File: src/rtl/misr_compactor.sv
// misr_compactor: Galois MISR that folds a fixed number of CUT responses into a
// signature and presents it frozen with a valid flag until the next session.
module misr_compactor #(
  parameter int               WIDTH        = 3,
  parameter int               NUM_PATTERNS = 7,
  parameter logic [WIDTH-1:0] SEED         = '0,
  parameter logic [WIDTH-1:0] POLY         = 3'b011,
  localparam int              CW           = $clog2(NUM_PATTERNS + 1)
) (
  input  logic             clk_i,
  input  logic             reset_ni,
  input  logic             start_i,
  input  logic             abort_i,
  input  logic             cut_valid_i,
  input  logic [WIDTH-1:0] cut_out_i,
  output logic [WIDTH-1:0] sig_o,
  output logic             sig_valid_o,
  output logic             busy_o,
  output logic [CW-1:0]    pat_cnt_o
);
  typedef enum logic [1:0] {IDLE, CAPTURE, DONE} state_t;
  state_t           state_q;
  logic [WIDTH-1:0] sig_q, sig_d;
  logic [CW-1:0]    cnt_q;
  logic             valid_q, busy_q;
  logic             last;
  always_comb begin
    sig_d = {sig_q[WIDTH-2:0], 1'b0} ^ (sig_q[WIDTH-1] ? POLY : '0) ^ cut_out_i;
    last  = cnt_q == CW'(NUM_PATTERNS - 1);
  end
  always_ff @(posedge clk_i or negedge reset_ni)
    if (!reset_ni) begin
      state_q <= IDLE;
      sig_q   <= SEED;
      cnt_q   <= '0;
      valid_q <= 1'b0;
      busy_q  <= 1'b0;
    end else if (abort_i) begin
      state_q <= IDLE;
      sig_q   <= SEED;
      cnt_q   <= '0;
      valid_q <= 1'b0;
      busy_q  <= 1'b0;
    end else begin
      case (state_q)
        IDLE, DONE:
          if (start_i) begin
            state_q <= CAPTURE;
            sig_q   <= SEED;
            cnt_q   <= '0;
            valid_q <= 1'b0;
            busy_q  <= 1'b1;
          end
        CAPTURE:
          if (cut_valid_i) begin
            sig_q <= sig_d;
            cnt_q <= cnt_q + CW'(1);
            if (last) begin
              state_q <= DONE;
              valid_q <= 1'b1;
              busy_q  <= 1'b0;
            end
          end
        default: state_q <= IDLE;
      endcase
    end
  assign sig_o       = sig_q;
  assign sig_valid_o = valid_q;
  assign busy_o      = busy_q;
  assign pat_cnt_o   = cnt_q;
endmodule

File: config.mk
export PLATFORM = sky130hd
export DESIGN_NAME = misr_compactor
export DESIGN_NICKNAME = d
export VERILOG_FILES = /design/src/rtl/misr_compactor.sv
export SDC_FILE = /design/constraint.sdc
export NUM_CORES = 1
export LEC_CHECK = 0
export CORE_AREA = 2 2 39 41
export CTS_CLUSTER_DIAMETER = 50
export DETAILED_ROUTE_END_ITERATION = 7
export DIE_AREA = 0 0 41 43
export GPL_TIMING_DRIVEN = 1
export PLACE_DENSITY = 0.71
export SLEW_MARGIN = 5
export SYNTH_ARGS = -nofsm -noshare
export SYNTH_HDL_FRONTEND = slang
export SYNTH_SLANG_ARGS = --single-unit
File: constraint.sdc
create_clock -name clk_i -period 1.4 [get_ports clk_i]
set_input_delay 0.14 -clock clk_i [delete_from_list [all_inputs] [get_ports clk_i]]
set_output_delay 0.14 -clock clk_i [all_outputs]
set_load 0.02 [all_outputs]
==> reports/qor.yml <==
synth:
  avgSynthCellArea_sq_um: 10.9
  yosys_warnings: 0
  synth_cell_type_count: 27
  synth_nets: 60
  synth_seq_cells: 10
  synth_area_sq_um: 544
  syn_inst: 50
  seq_area_frac_synth_pct: 46.0
sta:
  setup_slack_ns: 0.0329
  fin_tns_setup_ns: 0
  hold_violations: 0
  layout_min_cycle_time_ns: 1.37
  slew_viol_final: 0
  slew_headroom_pct: 68.6
  fin_crit_sh_pct: 97.6
  worst_pin_slew_ns: 0.469
  max_freq_ghz: 0.731
  fin_worst_skew_ns: 0.000747
  finalSetupViolCount: 0
  rsz0062_at_grt: "true"
critical_path:
  required_ns: 1.56
  cpMaxStageDelayCell: "dfrtp_1"
  slowest_delay_ns: 0.42
  critPathArrivalTime_ns: 1.52
  cp_max_fo: 6
  worstPathCellList: "and3b_1 -> nor3_4 -> mux2_2"
  critPathLaunchType: "flip-flop"
  critical_path_class: "reg2reg"
  critPathCaptureType: "flip-flop"
placement:
  hpwl_um: 830
  pre_cts_slack_ns: -0.165
  io_buffers: 15
  place_congestion: 0.747
layout:
  drive_above_1_share_pct: 21.6
  fillCellCount: 133
  final_nets: 85
  area_growth_pct: 44.4
  diodes: 0
clock_tree:
  postCtsHoldBufs: 0
  cts_made_buffers: 3
  clockBufferDepth: 2
  path_clk_slew_ns: 0.07
  cts-root-buf: "clkbuf_4"
  clkSinkCount: 10
  cts_tree: "yes"
  htreeDepth: 1
  clk_latency_ns: 0.27
die:
  die_h_um: 43
  row_count: 14
  initial_core_util_pct: 39.3
  die_w_um: 41
  io_pins: 16
  die_area_sq_um: 1760
  core_area_sq_um: 1380
routing:
  vias_per_cell: 4.98
  detail_route.iter0.violations: 8
  first_pass_iters: 3
  detail_route.drc_violations: 0
  finalWirelength_um: 1120
  postRouteAntennaNets: 0
  wl_per_cell_um: 12.4
  num_vias: 448
pwr:
  p_per_area_nw_per_um2: 891
  p_leak_nw: 0.421
  peakVddDrop_uv: 507
grt:
  grt_first_pass_wirelength_um: 1780
  grt_pass1_vias: 428
  grt-ovfl-total: 0
  grt_antenna_before_repair: 0
  grt_max_degree: 11
  grt_usage_pct: 15.3
worst_hold_path:
  hp-class: "in2async"
flow_run:
  cap_violations: 0
status:
  outcome: "finished, final reports clean"
[cell usage in the layout (no fill, tap or decap)]
| cell | count |
|---|---|
| nor3b_1 | 1 |
| or3b_4 | 1 |
| nor2_1 | 6 |
| clkbuf_4 | 3 |
| clkdlybuf4s50_1 | 7 |
| a31oi_1 | 1 |
| mux2_2 | 2 |
| dlymetal6s2s_1 | 2 |
| ha_1 | 2 |
| dlygate4sd2_1 | 6 |
| nand2_1 | 1 |
| o2bb2ai_1 | 1 |
| o21ai_0 | 1 |
| xor2_1 | 1 |
| or2_2 | 1 |
| nor2b_2 | 1 |
| a211oi_1 | 1 |
| and3b_1 | 1 |
| a21o_1 | 2 |
| nand4bb_1 | 1 |
| mux2_1 | 1 |
| clkbuf_8 | 1 |
| dfrtp_1 | 10 |
| o32ai_1 | 1 |
| a21oi_1 | 2 |
| nand3_1 | 1 |
| buf_4 | 6 |
| inv_1 | 4 |
| nand2b_1 | 1 |
| xnor2_1 | 3 |
| nor3_4 | 1 |
| o311ai_1 | 1 |
[final cells by class]
cell class | count | area [sq um] | share of cell area, %
multi-input combinational | 35 | 272 | 34.6
clock buffer | 4 | 36.3 | 4.62
tap | 16 | 20.0 | 2.55
timing repair buffer | 21 | 193 | 24.5
sequential | 10 | 250 | 31.8
inverter | 4 | 15.0 | 1.91
[power breakdown]
group | internal, mW | total, mW | switching (mW)
clock network | 0.158 | 0.266 | 0.108
logic | 0.0659 | 0.124 | 0.0581
registers | 0.300 | 0.310 | 0.0102
total | 0.523 | 0.700 | 0.176
[what timing repair did]
| item | CTS | global route |
|---|---|---|
| setup buffers | 0 | 1 |
| gates resized for setup | 6 | 3 |
| endpoints found under the hold margin | 0 | 0 |
| setup endpoints to repair | 6 | 6 |
| cloned | 0 | 0 |
[metrics by stage]
step                      utilization, %  instances  hold slack, ns  power, mW  cell area [sq um]
after floorplan                        -         50          -0.156      0.380                544
after global placement              53.8         85           0.503      0.445                744
after detailed placement            53.8         85           0.502      0.446                744
after CTS                           55.9         89           0.211      0.710                773
after global routing                56.8         90           0.239      0.736                786
final                               56.8         90           0.190      0.700                786
[sequential cells by signal, summed over array words and instances (netlist names)]
register     count
state_q          2
pat_cnt_o        3
sig_valid_o      1
sig_o            3
busy_o           1
[worst max-delay path: cells and delay by family (launching register included)]
family / cells / cell delay, ns
multiplexers: 1 / 0.37
AND/OR/NAND/NOR: 2 / 0.48
flip-flops: 1 / 0.42
[layer usage]
metal | share of wire [%] | wire [um] | vias to the layer above | GRT usage (%)
met3 | 7.0 | 78 | 5 | 6.28
met1 | 44 | 494 | 206 | 19.1
met5 | 0 | 0 | - | 0
met2 | 46 | 518 | 13 | 22.5
met4 | 2.2 | 24 | 0 | 6.00
li1 | - | - | 224 | -
[synth_stat cells]
master	number	area, sq um
nand3_1	1	5.00
a21oi_1	2	10.0
mux2_1	1	11.3
a211oi_1	1	7.51
or2_2	1	6.26
a21o_1	2	15.0
inv_1	4	15.0
nand2b_1	1	6.26
o311ai_0	1	8.76
buf_4	1	7.51
nor2b_2	1	8.76
nand4bb_1	1	11.3
o32ai_1	1	8.76
nor3_4	1	16.3
and3b_1	1	8.76
xnor2_1	3	26.3
ha_1	2	25.0
nand2_1	1	3.75
o21ai_0	1	5.00
a31oi_1	1	6.26
mux2_2	2	22.5
o2bb2ai_1	1	8.76
or3b_4	1	11.3
nor2_1	6	22.5
nor3b_1	1	7.51
dfrtp_1	10	250
xor2_1	1	8.76
[logic make-up (layout without fill, tap and decap cells)]
group                    Yosys count  in the layout  share of synthesized area, %
multiplexers                       3              3                          6.21
XOR/XNOR                           4              4                          6.44
AO/OA/AOI/OAI                     10             10                          12.9
AND/OR/NAND/NOR                   16             16                          19.8
adder cells (fa/ha/maj)            2              2                          4.60
buffers and inverters              5             29                          4.14
flip-flops                        10             10                          46.0
[final timing paths]
check / startpoint / end / slack (ns) / cells past startpoint
worst max-delay path: state_q[1] / sig_o[2] / 0.03 / 3
max in group asynchronous: reset_ni / sig_o[1] / 0.89 / 1
min in group clk_i: sig_valid_o / sig_valid_o / 0.51 / 2
worst max register to register: state_q[1] / sig_o[2] / 0.03 / 3
worst min register to register: sig_valid_o / sig_valid_o / 0.51 / 2
worst min-delay path: reset_ni / sig_valid_o / 0.19 / 1
(Power assumes the default switching activity.)
